**src/rtl/alu_lock_mgr.sv**
```systemverilog
// alu_lock_mgr: arbitrates exclusive ownership of a shared ALU between sub-issue cores by oldest issue id.
// Optional hold watchdog compiled in with ALU_LOCK_WATCHDOG_EN.
module alu_lock_mgr #(
  parameter int NUM_SIC     = 4,
  parameter int ID_WIDTH    = 6,
  parameter int WDOG_CYCLES = 64
) (
  input  logic                               clk,
  input  logic                               rst,
  input  logic [NUM_SIC-1:0]                 req,
  input  logic [NUM_SIC-1:0][ID_WIDTH-1:0]   req_issue_id,
  input  logic [NUM_SIC-1:0]                 release_lock,
  input  logic [NUM_SIC-1:0][3:0]            alu_op,
  input  logic [NUM_SIC-1:0][31:0]           alu_a,
  input  logic [NUM_SIC-1:0][31:0]           alu_b,
  output logic [NUM_SIC-1:0]                 alu_grant,
  output logic [31:0]                        alu_c,
  output logic                               alu_zero,
  output logic                               wdog_err
);
  localparam int OW = $clog2(NUM_SIC);
  logic              locked;
  logic [OW-1:0]     owner;
  logic [OW-1:0]     win;
  logic [NUM_SIC-1:0] cand;
  logic              any;
  logic              rel;
  logic [3:0]        op;
  logic [31:0]       a;
  logic [31:0]       b;
  logic [31:0]       c;

  // wrap-aware age compare: x is older when (x - y) has its MSB set
  function automatic logic older(input logic [ID_WIDTH-1:0] x, input logic [ID_WIDTH-1:0] y);
    logic [ID_WIDTH-1:0] d;
    d = x - y;
    return d[ID_WIDTH-1];
  endfunction

  always_comb begin
    rel  = locked && release_lock[owner];
    cand = req & ~(locked ? (NUM_SIC'(1) << owner) : '0);
    any  = |cand;
    win  = '0;
    for (int i = 1; i < NUM_SIC; i++)
      if (cand[i] && (!cand[win] || older(req_issue_id[i], req_issue_id[win])))
        win = OW'(i);
  end

`ifdef ALU_LOCK_WATCHDOG_EN
  localparam int CW = $clog2(WDOG_CYCLES + 1);
  logic [CW-1:0] hold;
  logic          expire;
  assign expire = locked && !rel && hold == CW'(WDOG_CYCLES - 1);

  always_ff @(posedge clk or posedge rst)
    if (rst) begin
      hold     <= '0;
      wdog_err <= 1'b0;
    end else if (!locked || rel || expire) begin
      hold     <= '0;
      wdog_err <= wdog_err | expire;
    end else
      hold <= hold + 1'b1;
`else
  logic expire;
  assign expire   = 1'b0;
  assign wdog_err = 1'b0;
`endif

  always_ff @(posedge clk or posedge rst)
    if (rst) begin
      locked <= 1'b0;
      owner  <= '0;
    end else if (!locked || rel) begin
      locked <= any;
      if (any) owner <= win;
    end else if (expire)
      locked <= 1'b0;

  for (genvar g = 0; g < NUM_SIC; g++) begin : g_grant
    assign alu_grant[g] = locked && owner == OW'(g);
  end

  assign op = alu_op[owner];
  assign a  = alu_a[owner];
  assign b  = alu_b[owner];

  always_comb
    case (op)
      4'd0:    c = a + b;
      4'd1:    c = a - b;
      4'd2:    c = a & b;
      4'd3:    c = a | b;
      4'd4:    c = a ^ b;
      4'd5:    c = ~(a | b);
      4'd6:    c = {31'd0, $signed(a) < $signed(b)};
      4'd7:    c = {31'd0, a < b};
      4'd8:    c = {b[15:0], 16'd0};
      default: c = '0;
    endcase

  assign alu_c    = locked ? c : '0;
  assign alu_zero = alu_c == '0;
endmodule

```
**config.mk**
```make
export PLATFORM = sky130hd
export DESIGN_NAME = alu_lock_mgr
export DESIGN_NICKNAME = d
export VERILOG_FILES = /design/src/rtl/alu_lock_mgr.sv
export SDC_FILE = /design/constraint.sdc
export NUM_CORES = 1
export LEC_CHECK = 0
export ABC_CLOCK_PERIOD_IN_PS = 9100
export BUFFER_PORTS_ARGS = -buffer_cell sky130_fd_sc_hd__buf_2
export CORE_ASPECT_RATIO = 0.8
export CORE_MARGIN = 2
export CORE_UTILIZATION = 35
export CTS_BUF_LIST = sky130_fd_sc_hd__clkbuf_16
export DETAILED_ROUTE_END_ITERATION = 8
export GPL_TIMING_DRIVEN = 0
export HOLD_SLACK_MARGIN = 0.1
export PLACE_DENSITY = 0.67
export SYNTH_ARGS = -nofsm -noshare
export SYNTH_HDL_FRONTEND = slang
export SYNTH_SLANG_ARGS = --single-unit
```
**constraint.sdc**
```tcl
create_clock -name clk -period 9.1 [get_ports clk]
set_input_delay 0.91 -clock clk [delete_from_list [all_inputs] [get_ports clk]]
set_output_delay 0.91 -clock clk [all_outputs]
set_load 0.005 [all_outputs]
```
==> results of run 1 <==
routing by layer:
metal  global-route usage (%)  up-vias  wire length, um
met5                        0        -               13
met4                     11.2        2             1460
met3                     9.48       94             5660
met2                     50.6      750            18600
met1                     44.3     5140            17700
li1                         -     4929                -
cells in the final DEF, fill, tap and decap left out, types with 12 or more instances in the layout:
| cell type | instances |
|---|---|
| sky130_fd_sc_hd__a211oi_1 | 15 |
| sky130_fd_sc_hd__a21o_1 | 17 |
| sky130_fd_sc_hd__a21oi_1 | 80 |
| sky130_fd_sc_hd__a22oi_1 | 14 |
| sky130_fd_sc_hd__buf_2 | 357 |
| sky130_fd_sc_hd__clkbuf_1 | 44 |
| sky130_fd_sc_hd__ha_1 | 108 |
| sky130_fd_sc_hd__inv_1 | 111 |
| sky130_fd_sc_hd__mux2i_1 | 16 |
| sky130_fd_sc_hd__mux4_2 | 69 |
| sky130_fd_sc_hd__nand2_1 | 74 |
| sky130_fd_sc_hd__nand2b_1 | 16 |
| sky130_fd_sc_hd__nand3_1 | 16 |
| sky130_fd_sc_hd__nand4_1 | 14 |
| sky130_fd_sc_hd__nor2_1 | 105 |
| sky130_fd_sc_hd__nor2b_1 | 17 |
| sky130_fd_sc_hd__nor3_1 | 32 |
| sky130_fd_sc_hd__o211ai_1 | 24 |
| sky130_fd_sc_hd__o21ai_0 | 46 |
| sky130_fd_sc_hd__o31ai_1 | 13 |
| sky130_fd_sc_hd__or3_1 | 12 |
worst paths after layout:
check	startpoint	slack, ns	endpoint
min in group clk	locked	0.97	locked
min reg2reg	locked	0.97	locked
min	rst	0.55	locked
max in group asynchronous	rst	8.42	owner[1]
max reg2reg	owner[0]	2.46	owner[0]
max	owner[1]	0.40	alu_zero
flip-flops by register name, indices dropped and copies added (netlist names):
name / count
owner: 2
locked: 1
worst reg2reg max path: stages (launching register included):
cell and delay, ns:
sky130_fd_sc_hd__dfrtp_1 0.36, sky130_fd_sc_hd__buf_6 0.14, sky130_fd_sc_hd__buf_2 0.21, sky130_fd_sc_hd__or3b_1 0.49, sky130_fd_sc_hd__nand2_1 0.17, sky130_fd_sc_hd__o211ai_1 0.22, sky130_fd_sc_hd__nor3_4 0.47, sky130_fd_sc_hd__mux2i_1 0.32
sky130_fd_sc_hd__ha_1 0.29, sky130_fd_sc_hd__a21o_1 0.16, sky130_fd_sc_hd__a21o_1 0.17, sky130_fd_sc_hd__a21oi_1 0.23, sky130_fd_sc_hd__nand3b_1 0.10, sky130_fd_sc_hd__mux2_2 0.30, sky130_fd_sc_hd__and3b_1 0.19, sky130_fd_sc_hd__o31ai_1 0.33
sky130_fd_sc_hd__clkbuf_1 0.37, sky130_fd_sc_hd__o21ai_0 0.17, sky130_fd_sc_hd__ha_1 0.32, sky130_fd_sc_hd__a21o_1 0.16, sky130_fd_sc_hd__a21o_1 0.17, sky130_fd_sc_hd__a21oi_1 0.22, sky130_fd_sc_hd__nor3b_1 0.22, sky130_fd_sc_hd__mux2i_1 0.12
sky130_fd_sc_hd__a21o_1 0.19, sky130_fd_sc_hd__a22oi_1 0.26, sky130_fd_sc_hd__o22ai_1 0.13
final cells by class:
cell class | instances | area [um2] | area share (%)
multi-input combinational | 924 | 7580 | 71.5
timing repair buffer | 343 | 1720 | 16.2
inverter | 111 | 417 | 3.93
tap | 312 | 390 | 3.68
buffer | 74 | 337 | 3.17
sequential | 3 | 75.1 | 0.708
clock buffer | 3 | 75.1 | 0.708
antenna | 5 | 12.5 | 0.118
clock inverter | 1 | 3.75 | 0.0354
cells by family (layout without fill, tap and decap cells):
logic type	Yosys count	after routing	synth area share (%)
XOR/XNOR	15	15	1.57
multiplexers	89	89	21.0
adder cells (fa/ha/maj)	110	110	16.6
AO/OA/AOI/OAI	349	349	29.2
other	1	6	0.0447
buffers and inverters	186	532	8.87
flip-flops	3	3	0.896
AND/OR/NAND/NOR	360	360	21.8
report_power, final:
group / internal, mW / switching (mW) / leakage, nW
Clock: 0.0567 / 0.0124 / 0.0423
Sequential: 0.0195 / 0.00703 / 0.0327
Combinational: 1.84 / 3.36 / 4.96
Total: 1.91 / 3.37 / 5.03
==> key figures, run 1 <==
Status
  – Run status: completed

Logic synthesis
  – Distinct cells, synth: 86
  – Part of the Yosys area used for sequential elements: less than 1%
  – Average cell area after synthesis: between 7 and 8 um2
  – Top_reg_cell synth: sky130_fd_sc_hd__dfrtp_1
  – Synthesis warning total: 0
  – Fraction of synthesized cell area taken by the top area cell type: 18.5%
  – Synth area leaders: sky130_fd_sc_hd__mux4_2 (19%), sky130_fd_sc_hd__ha_1 (16%), sky130_fd_sc_hd__inv_1 (4.9%), sky130_fd_sc_hd__a21oi_1 (4.8%), sky130_fd_sc_hd__nor2_1 (4.7%)
  – Synth top cells by count: sky130_fd_sc_hd__inv_1 (110), sky130_fd_sc_hd__ha_1 (108), sky130_fd_sc_hd__nor2_1 (105), sky130_fd_sc_hd__a21oi_1 (80), sky130_fd_sc_hd__nand2_1 (74)
  – Cell accounting for the most synthesized area: sky130_fd_sc_hd__mux4_2
  – Cell area after technology mapping: between 8000 and 9000 um2
  – Number of flops mapped to enable cells by yosys: 0
  – Synthesized netlist cell count: 1,113
  – Cell with the most instances after synthesis: sky130_fd_sc_hd__inv_1
  – Seq cells post-synth: 3
  – Synthesized Nets: 1,529
  – Post-synth ARST share: 100%

Global routing
  – Vias in the first global route: about 10,000
  – Global-route wire length before repair: about 62,000 um
  – Largest net degree at the start of global routing: 20
  – Number of antenna violations at the first check in global routing: 6
  – Overflow left after global routing: 0
  – Total global routing track utilization: 33.1%

Place
  – Instance area after placement: around 10,000 um2
  – Pre-CTS setup slack: -0.181 ns
  – Number of placed instances, taps included: about 1,800
  – Input/output buffers: roughly 340
  – Post-detailed-placement half-perimeter wirelength: 36,300 um
  – Routability congestion estimate from global placement: ~1.1

Clock tree
  – Clk sinks: 3
  – H-tree depth: 1
  – Post-CTS Setup Repair Bufs: 0
  – Post-CTS Hold Fix Bufs: 0
  – CTS clock-pin slew for the worst setup and hold paths: 0.03 ns
  – Clock latency on the worst-skew pair: 0.23 ns
  – Buffer cell driving the clock tree root: sky130_fd_sc_hd__clkbuf_16
  – Total of cells resized after clock tree synthesis: 4
  – TritonCTS clock tree: built
  – Number of buffers on the longest clock path: 2
  – CTS buffer count: 3

Route
  – Total DRC errors in the routed layout: 0
  – DRT Pass-1 Iters: 8
  – Via-per-instance ratio: just over 6
  – Via count of the routed design: around 11,000
  – Post-DR wirelength/cell: ~24 um
  – Total wire length after detailed routing: ~43,000 um
  – DRT iter0 DRCs: roughly 1,300
  – Number of antenna-violating nets in the routed design: 0

Die
  – IO Count: roughly 340
  – Initial standard-cell utilization of the core: 35.7%
  – Site Rows: 50
  – Die width: 177 um
  – Core region area: around 23,000 um2
  – Area of the die: roughly 25,000 um2
  – Overall die height: approximately 140 um

Timing
  – Maximum clock frequency: between 100 and 150 MHz
  – Fin Clk Skew: ~0.00080 ns
  – Max-slew violation count: 0
  – Accumulated negative setup slack: 0 ns
  – Hold_ws: between 0.5 and 0.6 ns
  – Slew at the pin closest to its max-slew limit: 1.24 ns
  – Final WS setup: ~0.40 ns
  – Setup repair after global routing missed its margin: false
  – Slew margin rel.: between 10% and 20%
  – Final hold violation count: 0
  – Final Cycle Share: between 90% and 100%
  – Finish-stage setup viols: 0
  – Minimum clock period: about 8.7 ns

Hold path
  – Min-delay worst type: input port to asynchronous set/reset pin

Setup path
  – Critical path class: flip-flop to output pin
  – Worst EP required: around 8.2 ns
  – Endpoint class of the critical path: output pin
  – Critical path fanouts, max: 10
  – CP Depth: 20
  – Gate family responsible for the most delay along the worst path: buffers and inverters
  – Startpoint type of the worst setup path: flip-flop
  – Critical Path, Cell by Cell: buf_2 -> buf_1 -> clkbuf_2 -> clkbuf_2 -> clkbuf_2 -> mux4_2 -> inv_1 -> ha_1 -> nor2b_1 -> a211oi_1 -> o311ai_0 -> a2111oi_0 -> a2111oi_2 -> o21ai_1 -> a22oi_1 -> o21bai_1 -> or2_2 -> or4_1 -> nor4_2 -> buf_2
  – Buffer and inverter count on the worst path: 7
  – Cell with the biggest individual delay on the critical path: sky130_fd_sc_hd__a2111oi_0
  – Delay of the slowest cell on the worst path: between 0.7 and 0.8 ns
  – Crit path DAT: slightly below 8 ns
  – Worst r2r path cells: 26
  – Most repeated library cell on the critical path: sky130_fd_sc_hd__clkbuf_2

Final layout
  – Post-layout nets: approximately 1,900
  – Layout cells sized above 1: 32.4%
  – Fill cells: 2,483
  – Core Util, Final: between 40% and 50%
  – Area growth from synthesis to layout: 26.6%
  – Post-route standard cell area excluding fillers: around 11,000 um2
  – Final cell count without fillers: ~1,800

Pwr
  – Worst voltage drop across the vdd grid: about 0.17 mV
  – Power density over the cells: roughly 500 nW/um2
  – Static leakage power: between 5 and 6 nW
  – Total power: between 5 and 6 mW

Run
  – Max-cap violation count: 0
Power figures use the tool's default switching activity.
==> inputs of run 2 (changes only) <==
--- a/config.mk
+++ b/config.mk
@@ -5,7 +5,7 @@
 export SDC_FILE = /design/constraint.sdc
 export NUM_CORES = 1
 export LEC_CHECK = 0
-export ABC_CLOCK_PERIOD_IN_PS = 9100
+export ABC_CLOCK_PERIOD_IN_PS = 7160
 export BUFFER_PORTS_ARGS = -buffer_cell sky130_fd_sc_hd__buf_2
 export CORE_ASPECT_RATIO = 0.8
 export CORE_MARGIN = 2
@@ -14,7 +14,7 @@
 export DETAILED_ROUTE_END_ITERATION = 8
 export GPL_TIMING_DRIVEN = 0
 export HOLD_SLACK_MARGIN = 0.1
-export PLACE_DENSITY = 0.67
+export PLACE_DENSITY = 0.7
 export SYNTH_ARGS = -nofsm -noshare
 export SYNTH_HDL_FRONTEND = slang
 export SYNTH_SLANG_ARGS = --single-unit
==> constraint.sdc (replaced) <==
create_clock -name clk -period 7.16 [get_ports clk]
set_input_delay 0.716 -clock clk [delete_from_list [all_inputs] [get_ports clk]]
set_output_delay 0.716 -clock clk [all_outputs]
set_load 0.005 [all_outputs]
==> run 2 against run 1 <==
  * The run now ends with negative setup slack left
  * Die area stayed put
  * Cell area is 1.6% higher
  * Cell count is 0.17% higher
  * First-iteration DRC count is 4.2% lower
  * Hold slack worse by 0.19 ns
  * Register-to-register slack worse by 1.9 ns
  * Flip-flop and latch count stayed put
  * Non-clock buffer count is 5 higher
  * Critical path depth is 1 higher
  * Via count is 2.1% higher
  * Critical path type unchanged
==> key figures, run 2 (synthesized netlist as in run 1, its figures left out) <==
Status
  – Run status: finished, violations left (was completed)
  – Failing checks: negative setup slack

Timing
  – Slew margin rel.: 9.26% (was 17.2%)
  – Slew at the pin closest to its max-slew limit: 1.35 ns (was 1.24 ns)
  – Minimum clock period: 7.19 ns
  – Final hold violation count: 0 (unchanged)
  – Finish-stage setup viols: 1 (was 0)
  – Final WS setup: -0.0328 ns (was 0.398 ns)
  – Fin Clk Skew: 0.00190 ns (was 0.000803 ns)
  – Final Cycle Share: 100%
  – Maximum clock frequency: 139 MHz
  – Max-slew violation count: 0 (unchanged)
  – Setup repair after global routing missed its margin: true (was false)

Run
  – Max-cap violation count: 0 (unchanged)

Die
  – IO Count: 344 (unchanged)
  – Core region area: 23,500 um2 (unchanged)
  – Area of the die: 25,200 um2 (unchanged)
  – Die width: 177 um (unchanged)
  – Site Rows: 50 (unchanged)
  – Overall die height: 142 um (unchanged)
  – Initial standard-cell utilization of the core: 35.7% (unchanged)

Clock tree
  – CTS buffer count: 3 (unchanged)
  – Buffer cell driving the clock tree root: sky130_fd_sc_hd__clkbuf_16 (unchanged)
  – CTS clock-pin slew for the worst setup and hold paths: 0.03 ns (about the same)
  – TritonCTS clock tree: built (unchanged)
  – H-tree depth: 1 (unchanged)
  – Clock latency on the worst-skew pair: 0.23 ns (about the same)
  – Post-CTS Hold Fix Bufs: 0 (unchanged)
  – Clk sinks: 3 (unchanged)
  – Number of buffers on the longest clock path: 2 (unchanged)

Place
  – Post-detailed-placement half-perimeter wirelength: 37,200 um (was 36,300 um)
  – Input/output buffers: 342 (unchanged)
  – Routability congestion estimate from global placement: 1.04 (was 1.07)

Global routing
  – Global-route wire length before repair: 64,300 um (was 62,200 um)
  – Total global routing track utilization: 34.0% (was 33.1%)
  – Vias in the first global route: 10,395 (was 10,206)
  – Overflow left after global routing: 0 (unchanged)
  – Largest net degree at the start of global routing: 15 (was 20)
  – Number of antenna violations at the first check in global routing: 5 (was 6)

Route
  – Via count of the routed design: 11,141 (was 10,915)
  – DRT iter0 DRCs: 1,224 (was 1,277)
  – Total wire length after detailed routing: 44,700 um (was 43,400 um)
  – Post-DR wirelength/cell: 25.1 um (was 24.4 um)
  – Total DRC errors in the routed layout: 0 (unchanged)
  – DRT Pass-1 Iters: 6 (was 8)
  – Via-per-instance ratio: 6.26 (was 6.15)
  – Number of antenna-violating nets in the routed design: 0 (unchanged)

Final layout
  – Top library cells by usage in the layout, fill and taps aside: sky130_fd_sc_hd__buf_2 (354), sky130_fd_sc_hd__inv_1 (111), sky130_fd_sc_hd__ha_1 (108) (was sky130_fd_sc_hd__buf_2 (357), sky130_fd_sc_hd__inv_1 (111), sky130_fd_sc_hd__ha_1 (108))
  – Register name with the most flops: owner (unchanged)
  – Most frequent standard cell in the layout excluding fill and tap cells: sky130_fd_sc_hd__buf_2 (unchanged)
  – Largest registers: owner (2), locked (1) (unchanged)
  – Core Util, Final: 45.9% (was 45.2%)
  – Max FFs per register: 2 (unchanged)
  – Layout cells sized above 1: 33.5% (was 32.4%)
  – Post-layout nets: 1,881 (was 1,876)
  – Area growth from synthesis to layout: 28.6% (was 26.6%)

Setup path
  – Crit path DAT: 6.48 ns (was 7.79 ns)
  – Startpoint type of the worst setup path: flip-flop (unchanged)
  – Critical path class: flip-flop to output pin (unchanged)
  – Endpoint class of the critical path: output pin (unchanged)
  – Critical path fanouts, max: 10 (unchanged)
  – Worst EP required: 6.44 ns (was 8.19 ns)

Hold path
  – Min-delay worst type: input port to asynchronous set/reset pin (unchanged)
[run 2: changes by cell type in the layout (fill, tap and decap cells not counted), sizes merged]
cell and delta:
buf +7, diode -2, clkbuf -1, clkdlybuf4s15 -1
[run 2: worst paths after layout]
check                          from        to  slack [ns]  depth (start not counted)
setup / recovery           owner[1]  alu_zero       -0.03                         21
hold / removal                  rst  owner[0]        0.36                          2
setup reg to reg             locked  owner[1]        0.61                         26
hold reg to reg              locked    locked        0.94                          3
max in group asynchronous       rst    locked        6.67                          2
min in group clk             req[3]    locked        0.77                          3
[run 2: repair_timing]
action	4_1_cts	5_1_grt
buffers inserted	0	6
pin swaps	1	2
endpoints found under the setup margin	27	3
gates resized for setup	43	9
hold endpoints to repair	0	0
[run 2: final cells by class]
type	count	area, um2
repair buffers	349	1760
clock inverters	1	3.75
fillers	2488	12700
inverters	111	417
multi-input cells	924	7670
flip-flops and latches	3	75.1
well taps	312	390
diodes	3	7.51
clock buffers	3	75.1
plain buffers	73	377
[run 2: metal layers]
layer  vias to the layer above  global-route usage (%)  part of all wire [%]
met3                        77                    5.69                    11
met5                         -                       0                 0.022
li1                       4935                       -                     -
met2                       757                    53.6                    44
met4                         2                    7.61                   2.5
met1                      5370                    48.4                    43
[run 2: per-stage QoR]
stage	setup TNS (ns)	setup slack [ns]	cells	hold WS [ns]	instance area, um2
after floorplan	0	0.565	1113	0.470	8380
after global placement	-18.78	-1.96	1767	0.580	10500
after detailed placement	-17.31	-1.86	1768	0.584	10500
after CTS	0	0.0162	1771	0.358	10700
after global routing	-0.0371	-0.0371	1779	0.381	10800
final	-0.0328	-0.0328	1779	0.358	10800
[run 2: worst max-delay path, cell delays in order, from the launching register on]
cell	delay (ns)
sky130_fd_sc_hd__dfrtp_1	0.45
sky130_fd_sc_hd__buf_4	0.26
sky130_fd_sc_hd__buf_4	0.25
sky130_fd_sc_hd__buf_4	0.26
sky130_fd_sc_hd__clkbuf_8	0.25
sky130_fd_sc_hd__clkbuf_4	0.30
sky130_fd_sc_hd__mux4_2	0.30
sky130_fd_sc_hd__inv_1	0.06
sky130_fd_sc_hd__ha_1	0.26
sky130_fd_sc_hd__buf_2	0.21
sky130_fd_sc_hd__inv_1	0.10
sky130_fd_sc_hd__a311o_1	0.40
sky130_fd_sc_hd__o211a_1	0.34
sky130_fd_sc_hd__o311ai_2	0.45
sky130_fd_sc_hd__a21oi_1	0.14
sky130_fd_sc_hd__o21ai_0	0.47
sky130_fd_sc_hd__a31oi_1	0.28
sky130_fd_sc_hd__nor4_2	0.39
sky130_fd_sc_hd__o211ai_1	0.17
sky130_fd_sc_hd__or4_1	0.49
sky130_fd_sc_hd__nor4_2	0.26
sky130_fd_sc_hd__buf_2	0.16
Power of run 2 is left out: the tool's default activity adds up to more than one toggle a clock period on the data nets, which glitch-free logic cannot reach.
